$ cat config.mk
export PLATFORM = sky130hd
export DESIGN_NAME = ultrasonido_ctrl
export DESIGN_NICKNAME = d
export VERILOG_FILES = /design/src/rtl/ultrasonido_pkg.sv /design/src/rtl/echo_sync.sv /design/src/rtl/ultrasonido_ctrl.sv
export SDC_FILE = /design/constraint.sdc
export NUM_CORES = 1
export LEC_CHECK = 0
export CELL_PAD_IN_SITES_DETAIL_PLACEMENT = 1
export CELL_PAD_IN_SITES_GLOBAL_PLACEMENT = 2
export CORE_MARGIN = 2
export CORE_UTILIZATION = 35
export CTS_BUF_LIST = sky130_fd_sc_hd__clkbuf_8
export CTS_CLUSTER_SIZE = 14
export DETAILED_ROUTE_END_ITERATION = 8
export PLACE_DENSITY = 0.8
export SETUP_SLACK_MARGIN = 0.3
export SYNTH_ARGS = -nofsm -noshare
export SYNTH_HDL_FRONTEND = slang
export SYNTH_SLANG_ARGS = --single-unit
$ cat constraint.sdc
create_clock -name clk -period 3.3 [get_ports clk]
set_input_delay 0.66 -clock clk [delete_from_list [all_inputs] [get_ports clk]]
set_output_delay 0.66 -clock clk [all_outputs]
set_load 0.02 [all_outputs]
$ cat src/rtl/ultrasonido_pkg.sv
// Shared state encoding, 50 MHz timing defaults and counter-width helper
// for the ultrasonic ranger sequencer.
`default_nettype none

package ultrasonido_pkg;

    typedef enum logic [2:0] {
        IDLE      = 3'd0,
        TRIG      = 3'd1,
        WAIT_ECHO = 3'd2,
        MEASURE   = 3'd3,
        DONE      = 3'd4,
        HOLDOFF   = 3'd5
    } state_t;

    localparam int unsigned DEF_TRIG_CYCLES   = 500;
    localparam int unsigned DEF_CM_CYCLES     = 2900;
    localparam int unsigned DEF_MAX_CM        = 400;
    localparam int unsigned DEF_WAIT_CYCLES   = 1_500_000;
    localparam int unsigned DEF_PERIOD_CYCLES = 3_000_000;
    localparam int unsigned DEF_DW            = 9;

    function automatic int unsigned cnt_w(input int unsigned n);
        return (n > 2) ? $clog2(n) : 1;
    endfunction

    localparam int unsigned DEF_PERIOD_W = cnt_w(DEF_PERIOD_CYCLES);
    localparam int unsigned DEF_CM_W     = cnt_w(DEF_CM_CYCLES);

endpackage

`default_nettype wire

$ cat src/rtl/echo_sync.sv
// Two-flop synchroniser for the raw echo pin, plus a third flop that
// yields single-cycle rise/fall pulses of the synchronised level.
`default_nettype none

module echo_sync (
    input  logic clk,
    input  logic reset,
    input  logic echo_i,
    output logic echo_s_o,
    output logic rise_o,
    output logic fall_o
);

    logic sync1_q;
    logic sync2_q;
    logic prev_q;

    always_ff @(posedge clk or negedge reset) begin
        if (!reset) begin
            sync1_q <= 1'b0;
            sync2_q <= 1'b0;
            prev_q  <= 1'b0;
        end else begin
            sync1_q <= echo_i;
            sync2_q <= sync1_q;
            prev_q  <= sync2_q;
        end
    end

    assign echo_s_o = sync2_q;
    assign rise_o   = sync2_q & ~prev_q;
    assign fall_o   = ~sync2_q & prev_q;

endmodule

`default_nettype wire

$ cat src/rtl/ultrasonido_ctrl.sv
// HC-SR04 sequencer: trigger, echo-width measurement in cm, timeout and
// repetition holdoff. ULTRASONIDO_AVG4_EN enables a 4-sample moving average.
`default_nettype none

module ultrasonido_ctrl
    import ultrasonido_pkg::*;
#(
    parameter int unsigned TRIG_CYCLES   = DEF_TRIG_CYCLES,
    parameter int unsigned CM_CYCLES     = DEF_CM_CYCLES,
    parameter int unsigned MAX_CM        = DEF_MAX_CM,
    parameter int unsigned WAIT_CYCLES   = DEF_WAIT_CYCLES,
    parameter int unsigned PERIOD_CYCLES = DEF_PERIOD_CYCLES,
    parameter int unsigned DW            = DEF_DW
) (
    input  logic          clk,
    input  logic          reset,
    input  logic          start,
    input  logic          auto_en,
    input  logic          echo,
    output logic          trig,
    output logic [DW-1:0] distance_cm,
    output logic          valid,
    output logic          timeout,
    output logic          busy
);

    localparam int unsigned PW = cnt_w(PERIOD_CYCLES);
    localparam int unsigned CW = cnt_w(CM_CYCLES);
    localparam int unsigned SW = DW + 2;

    // The period counter doubles as trigger and echo-wait timer: it starts
    // at zero on TRIG entry, so both deadlines are absolute counts.
    localparam logic [PW-1:0] TRIG_END = PW'(TRIG_CYCLES - 1);
    localparam logic [PW-1:0] WAIT_END = PW'(TRIG_CYCLES + WAIT_CYCLES - 1);
    localparam logic [PW-1:0] HOLD_END = PW'(PERIOD_CYCLES - 2);
    localparam logic [PW-1:0] PER_MAX  = PW'(PERIOD_CYCLES - 1);
    localparam logic [CW-1:0] SUB_END  = CW'(CM_CYCLES - 1);
    localparam logic [DW-1:0] CM_LAST  = DW'(MAX_CM - 1);

    state_t        state_q;
    logic [PW-1:0] period_cnt_q;
    logic [CW-1:0] sub_cnt_q;
    logic [DW-1:0] cm_cnt_q;
    logic          trig_q;
    logic          valid_q;
    logic          timeout_q;
    logic [DW-1:0] distance_q;

    logic          echo_s;
    logic          echo_rise;
    logic          echo_fall;
    logic [DW-1:0] meas_dist_d;
    logic [DW-1:0] sat_dist_d;
    logic [DW-1:0] noecho_dist_d;

    echo_sync u_echo_sync (
        .clk      (clk),
        .reset    (reset),
        .echo_i   (echo),
        .echo_s_o (echo_s),
        .rise_o   (echo_rise),
        .fall_o   (echo_fall)
    );

`ifdef ULTRASONIDO_AVG4_EN
    logic [2:0][DW-1:0] hist_q;
    logic [SW-1:0]      sum_d;

    // The current measurement is the fourth entry; timeouts leave the output untouched.
    assign sum_d         = SW'(cm_cnt_q) + SW'(hist_q[0]) + SW'(hist_q[1]) + SW'(hist_q[2]);
    assign meas_dist_d   = DW'(sum_d >> 2);
    assign sat_dist_d    = distance_q;
    assign noecho_dist_d = distance_q;

    always_ff @(posedge clk or negedge reset) begin
        if (!reset) begin
            hist_q <= '0;
        end else if (state_q == MEASURE && echo_fall) begin
            hist_q <= {hist_q[1:0], cm_cnt_q};
        end
    end
`else
    assign meas_dist_d   = cm_cnt_q;
    assign sat_dist_d    = DW'(MAX_CM);
    assign noecho_dist_d = '0;
`endif

    always_ff @(posedge clk or negedge reset) begin
        if (!reset) begin
            state_q      <= IDLE;
            period_cnt_q <= '0;
            sub_cnt_q    <= '0;
            cm_cnt_q     <= '0;
            trig_q       <= 1'b0;
            valid_q      <= 1'b0;
            timeout_q    <= 1'b0;
            distance_q   <= '0;
        end else begin
            valid_q <= 1'b0;
            if (state_q != IDLE && period_cnt_q != PER_MAX) begin
                period_cnt_q <= period_cnt_q + PW'(1);
            end
            case (state_q)
                IDLE: begin
                    if (start || auto_en) begin
                        state_q      <= TRIG;
                        trig_q       <= 1'b1;
                        period_cnt_q <= '0;
                    end
                end
                TRIG: begin
                    if (period_cnt_q == TRIG_END) begin
                        state_q <= WAIT_ECHO;
                        trig_q  <= 1'b0;
                    end
                end
                WAIT_ECHO: begin
                    if (echo_rise) begin
                        state_q   <= MEASURE;
                        cm_cnt_q  <= '0;
                        sub_cnt_q <= '0;
                    end else if (period_cnt_q == WAIT_END) begin
                        state_q    <= DONE;
                        valid_q    <= 1'b1;
                        timeout_q  <= 1'b1;
                        distance_q <= noecho_dist_d;
                    end
                end
                MEASURE: begin
                    if (echo_fall) begin
                        state_q    <= DONE;
                        valid_q    <= 1'b1;
                        timeout_q  <= 1'b0;
                        distance_q <= meas_dist_d;
                    end else if (echo_s) begin
                        if (sub_cnt_q == SUB_END) begin
                            sub_cnt_q <= '0;
                            cm_cnt_q  <= cm_cnt_q + DW'(1);
                            if (cm_cnt_q == CM_LAST) begin
                                state_q    <= DONE;
                                valid_q    <= 1'b1;
                                timeout_q  <= 1'b1;
                                distance_q <= sat_dist_d;
                            end
                        end else begin
                            sub_cnt_q <= sub_cnt_q + CW'(1);
                        end
                    end
                end
                DONE: begin
                    state_q <= HOLDOFF;
                end
                HOLDOFF: begin
                    // Leaving one cycle early puts the next TRIG exactly PERIOD_CYCLES after the last.
                    if (period_cnt_q >= HOLD_END) begin
                        state_q <= IDLE;
                    end
                end
                default: begin
                    state_q <= IDLE;
                    trig_q  <= 1'b0;
                end
            endcase
        end
    end

    assign trig        = trig_q;
    assign distance_cm = distance_q;
    assign valid       = valid_q;
    assign timeout     = timeout_q;
    assign busy        = (state_q != IDLE);

endmodule

`default_nettype wire

==> flow_metrics.py, run 1 <==
metrics = {
    "outcome": {
        "status": "finished, final reports clean",
    },
    "timing": {
        "hold_viol_final": 0,
        "tightestPinTransition_ns": 0.794,
        "relSlewSlack_pct": 46.7,
        "fin_crit_sh_pct": 84.1,
        "setup_ws_ns": 0.526,
        "fin_crit_ns": 2.77,
        "drv_slew": 0,
        "max_freq_ghz": 0.361,
        "rsz0062_at_grt": "false",
        "setup_tns_ns": 0,
        "final-setup-viol-count": 0,
        "fin_worst_skew_ns": 0.00917,
    },
    "power_and_ir_drop": {
        "p_clk_share_pct": 29.9,
        "peakVddDrop_uv": 232,
        "p_seq_share_pct": 37.8,
        "p_int_mw": 1.62,
        "switching_power_uw": 963,
        "p_leak_nw": 1.69,
        "pwr-share-comb_pct": 32.3,
        "netSwitchingFraction_pct": 37.3,
        "p_per_area_nw_per_um2": 635,
    },
    "layout": {
        "final_common_cell": "dfrtp_1",
        "final_cell_mix": "dfrtp_1 (61), nand2_1 (42), nor2_1 (34), o21ai_0 (22), nand3_1 (17)",
        "nNetsFinal": 413,
        "syn_to_final_growth_pct": 15.4,
        "antenna_cells": 0,
        "stdcell_area_um2": 4060,
        "nFillCells": 1159,
        "drive_gt1_share_pct": 10.3,
        "final_core_util_pct": 41.6,
        "finalNonFillerCells": 542,
    },
    "placed_design": {
        "dp_hpwl_mm": 6.79,
        "placed_cell_area_um2": 3840,
        "dp.cells": 526,
        "place.gp.congestion": 0.806,
        "portBuffers": 17,
        "pre_cts_ws_ns": 0.867,
    },
    "routing": {
        "avgRoutedWirePerCell_um": 17.5,
        "drtIter0Drc": 153,
        "drt-total-wl_mm": 9.50,
        "vias": 3024,
        "drc_errors": 0,
        "viasPerCell": 5.58,
        "drtPass1Iterations": 4,
        "final_antenna_net_count": 0,
    },
    "clocking": {
        "ctsHoldBuffers": 0,
        "cts_buffer_depth": 2,
        "postCtsSetupBuffers": 0,
        "cts_tree": "done",
        "cts_resized": 0,
        "cts-root-buf": "clkbuf_8",
        "insertion_delay_ns": 0.35,
        "numCtsBuffers": 9,
        "htreeDepth": 3,
        "clkSinkCount": 61,
        "clkTransAtPathRegs_ns": 0.08,
    },
    "min_path": {
        "hp-class": "in2async",
    },
    "logic_synthesis": {
        "seq_area_frac_synth_pct": 43.4,
        "synth_area_leaders": "dfrtp_1 (43%), nand2_1 (4.5%), nor2_1 (3.6%)",
        "ys_types": 65,
        "synthCells": 380,
        "syn_area_per_cell_um2": 9.27,
        "yosysWarningCount": 0,
        "synth_top_area_share_pct": 43.4,
        "synth_area_um2": 3520,
        "ys_ff_latch": 61,
        "ys.flop_type": "dfrtp_1",
        "syn-num-nets": 389,
        "ys_async_sr_fraction_pct": 100,
        "synth-edff-count": 0,
        "yosysTopAreaCell": "dfrtp_1",
    },
    "setup_path": {
        "critical_path_class": "reg2out",
        "endpoint_kind": "output port",
        "path_buf_inv": 2,
        "path_cells": "nor3_4 -> inv_2 -> clkdlybuf4s50_1",
        "cp-start-kind": "flop",
        "slowest_stage": "clkdlybuf4s50_1",
        "cp_top_family": "buffers and inverters",
        "cp.required_ns": 2.64,
        "crit_fanout": 10,
        "cpPeakStageDelay_ns": 0.58,
        "cp.arrival_ns": 2.11,
    },
    "grt": {
        "grt_pass1_wl_mm": 16.5,
        "antenna_found_initial": 0,
        "overflow": 0,
        "track_usage_pct": 18.7,
        "grt_max_degree": 27,
        "grt_pass1_vias": 3117,
    },
    "floorplan": {
        "rows": 36,
        "die-area_um2": 10900,
        "start_util_pct": 36.0,
        "fp.coreArea_um2": 9770,
        "die_w_um": 104,
        "pin_count": 18,
        "fp.dieH_um": 104,
    },
    "job": {
        "cap_violations": 0,
    },
}
[cells in the mapped netlist (all sizes together), types with 4 or more instances]
library cell  number
a211oi             9
a21oi             16
a22oi              6
and2               4
and3              14
buf                8
clkbuf             6
dfrtp             61
ha                 4
inv                9
mux2i              7
nand2             42
nand2b             4
nand3             18
nand4              8
nor2              34
nor3              18
nor4               8
o211ai             4
o21ai             28
o31ai              8
or3                6
or4                6
xnor2              8
xor2               7
[worst paths after layout]
kind                                startpoint                   end  slack, ns  depth (start not counted)
min in group clk           u_echo_sync.sync1_q  u_echo_sync.echo_s_o       0.36                          0
max reg2reg                    period_cnt_q[6]      period_cnt_q[15]       0.88                          5
min                                      reset    u_echo_sync.prev_q       0.26                          1
min reg2reg                u_echo_sync.sync1_q  u_echo_sync.echo_s_o       0.36                          0
max                                 state_q[1]                  busy       0.53                          3
max in group asynchronous                reset           cm_cnt_q[7]       2.32                          2
[power by group through the flow]
stage               clock network, mW  registers (mW)  logic, mW
floorplan                           0           0.980      0.535
global placement                    0           0.976      0.821
detailed placement                  0           0.985      0.837
CTS                             0.787           0.971      0.838
global route                    0.821           0.989      0.938
finish                          0.772           0.975      0.833
[per-layer routing]
layer  vias to the layer above  part of all wire (%)  GRT usage [%]  wire length [µm]
met2                        42                    44           28.0              4220
met4                         0                   1.3           5.98               122
met3                         9                   2.5           3.07               240
li1                       1470                     -              -                 -
met5                         -                     0              0                 0
met1                      1503                    52           27.5              4920
[final cells by class]
cell class	instances	area, µm²	area share [%]
clock buffer	11	151	3.73
clock inverter	5	73.8	1.82
inverter	9	33.8	0.831
sequential	61	1530	37.6
multi-input combinational	296	1870	46.1
tap	133	166	4.09
timing repair buffer	27	240	5.91
[registers in the layout, indices dropped and copies added (netlist names)]
signal and cells:
cm_cnt_q 9, distance_cm 9, period_cnt_q 22, state_q 3, sub_cnt_q 12, timeout 1, trig 1, u_echo_sync.echo_s_o 1
u_echo_sync.prev_q 1, u_echo_sync.sync1_q 1, valid 1
[per-stage QoR]
stage	hold slack, ns	power, mW
after global routing	0.284	2.75
final	0.262	2.58
after floorplan	0.331	1.52
after global placement	0.336	1.80
after CTS	0.266	2.60
after detailed placement	0.342	1.82
[cells by family (layout without fill, tap and decap cells)]
kind of cell,Yosys count,in the layout,share of synthesized area [%]
xor gates and xnor gates,15,15,3.73
and+or+nand+nor,178,178,28.7
muxes,8,8,2.31
buffers and inverters,23,52,3.48
AOI/OAI and AO/OA,91,91,17.0
DFF,61,61,43.4
adders and majority gates,4,4,1.42
Power figures use the tool's default switching activity.
==> run 2, diff against run 1 <==
==> constraint.sdc (replaced) <==
create_clock -name clk -period 2.68 [get_ports clk]
set_input_delay 0.536 -clock clk [delete_from_list [all_inputs] [get_ports clk]]
set_output_delay 0.536 -clock clk [all_outputs]
set_load 0.02 [all_outputs]
==> run 2 against run 1 <==
Via count grew 0.89%. Clock-buffer cell count shrank 1. Power grew 20%. Wire length grew 0.75%. Clock power grew 8.0%. Worst hold slack gained 0.10 ns. Clock skew shrank 0.0011 ns. Sequential share of layout area shrank 0.15 points. Final cell count grew 1.1%. First-iteration DRC count grew 41%. Core utilization grew 0.23 points.
==> flow_metrics.py, run 2 (synthesized netlist as in run 1, its figures left out) <==
metrics = {
    "timing": {
        "fin_crit_ns": 2.29,
        "setup_tns_ns": 0,
        "fin_crit_sh_pct": 85.5,
        "rsz0062_at_grt": "false",
        "hold_ws_ns": 0.362,
        "relSlewSlack_pct": 45.7,
        "tightestPinTransition_ns": 0.814,
        "fin_worst_skew_ns": 0.00806,
        "max_freq_ghz": 0.436,
        "hold_viol_final": 0,
        "drv_slew": 0,
        "final-setup-viol-count": 0,
    },
    "clocking": {
        "cts_tree": "done",
        "cts_resized": 0,
        "ctsHoldBuffers": 0,
        "cts-root-buf": "clkbuf_8",
        "cts_buffer_depth": 2,
        "htreeDepth": 3,
        "postCtsSetupBuffers": 0,
        "insertion_delay_ns": 0.35,
        "clkTransAtPathRegs_ns": 0.07,
        "clkSinkCount": 61,
        "numCtsBuffers": 9,
    },
    "grt": {
        "track_usage_pct": 18.8,
        "grt_pass1_wl_mm": 16.4,
        "grt_max_degree": 62,
        "antenna_found_initial": 0,
        "grt_pass1_vias": 3133,
        "overflow": 0,
    },
    "routing": {
        "wl_met3_um": 218,
        "final_antenna_net_count": 0,
        "dr_wl_met2_mm": 4.26,
        "wl_met1_mm": 4.93,
        "drc_errors": 0,
        "drt-total-wl_mm": 9.57,
        "avgRoutedWirePerCell_um": 17.5,
        "drtPass1Iterations": 4,
        "top_layer": "met4",
        "vias": 3051,
        "drtIter0Drc": 215,
        "viasPerCell": 5.57,
    },
    "setup_path": {
        "cp-start-kind": "flop",
        "cp.required_ns": 2.14,
        "path_cells": "nor3_4 -> inv_2 -> clkdlybuf4s50_1",
        "critical_path_class": "reg2out",
        "cpPeakStageDelay_ns": 0.56,
        "crit_fanout": 10,
        "endpoint_kind": "output port",
        "cp.arrival_ns": 1.76,
        "path_buf_inv": 2,
        "cp_top_family": "buffers and inverters",
        "slowest_stage": "clkdlybuf4s50_1",
    },
    "floorplan": {
        "fp.coreArea_um2": 9770,
        "fp.dieH_um": 104,
        "pin_count": 18,
        "rows": 36,
        "die-area_um2": 10900,
        "start_util_pct": 36.0,
        "die_w_um": 104,
    },
    "placed_design": {
        "portBuffers": 17,
        "placed_cell_area_um2": 3880,
        "dp_hpwl_mm": 6.81,
        "place.gp.congestion": 0.817,
    },
    "outcome": {
        "status": "finished, final reports clean",
    },
    "layout": {
        "largest_register": "period_cnt_q",
        "antenna_cells": 0,
        "top_regs": "period_cnt_q x22, sub_cnt_q x12",
        "final_common_cell": "dfrtp_1",
        "final_cell_mix": "dfrtp_1 (59), nand2_1 (42), nor2_1 (34), o21ai_0 (22), nand3_1 (17)",
        "stdcell_area_um2": 4090,
        "nNetsFinal": 419,
        "syn_to_final_growth_pct": 16.1,
        "drive_gt1_share_pct": 12.3,
        "largest_reg_flops": 22,
        "final_core_util_pct": 41.8,
    },
    "job": {
        "cap_violations": 0,
    },
    "power_and_ir_drop": {
        "peakVddDrop_uv": 289,
        "p_per_area_nw_per_um2": 758,
        "p_leak_nw": 1.69,
    },
    "min_path": {
        "hp-class": "in2async",
    },
}
-- run 2: cell type report --
class | count | area (µm²)
clock buffer | 10 | 138
clock inverter | 6 | 62.6
fill | 1164 | 5690
inverter | 9 | 33.8
multi-input combinational | 296 | 1870
sequential | 61 | 1530
tap | 133 | 166
timing repair buffer | 33 | 285
-- run 2: path summary, 6_finish.rpt --
path	startpoint	to	slack (ns)	cells after the start
max in group asynchronous	reset	state_q[1]	1.74	2
worst max-delay path	state_q[1]	busy	0.39	3
worst max register to register	period_cnt_q[9]	distance_cm[8]	0.45	5
worst min-delay path	reset	period_cnt_q[1]	0.36	2
min in group clk	u_echo_sync.sync1_q	u_echo_sync.echo_s_o	0.39	0
worst min register to register	u_echo_sync.sync1_q	u_echo_sync.echo_s_o	0.39	0
-- run 2: layer usage --
layer	GRT usage (%)	vias to the layer above
met5	0	-
met2	27.7	34
met3	3.38	14
met1	27.2	1522
met4	7.34	0
li1	-	1481
-- run 2: where the power goes --
part           leakage, nW  total (mW)  switching (mW)  internal [mW]
sequential           0.814        1.20           0.157           1.04
clock               0.0943       0.834           0.383          0.451
combinational        0.781        1.06           0.656          0.409
-- run 2: through the flow --
step | setup slack, ns | std cells | total power, mW
final | 0.389 | 548 | 3.10
after global routing | 0.300 | 548 | 3.31
after CTS | 0.320 | 548 | 3.12
after detailed placement | 0.453 | 532 | 2.28
after global placement | 0.519 | 532 | 2.25
after floorplan | 0.702 | 380 | 1.87
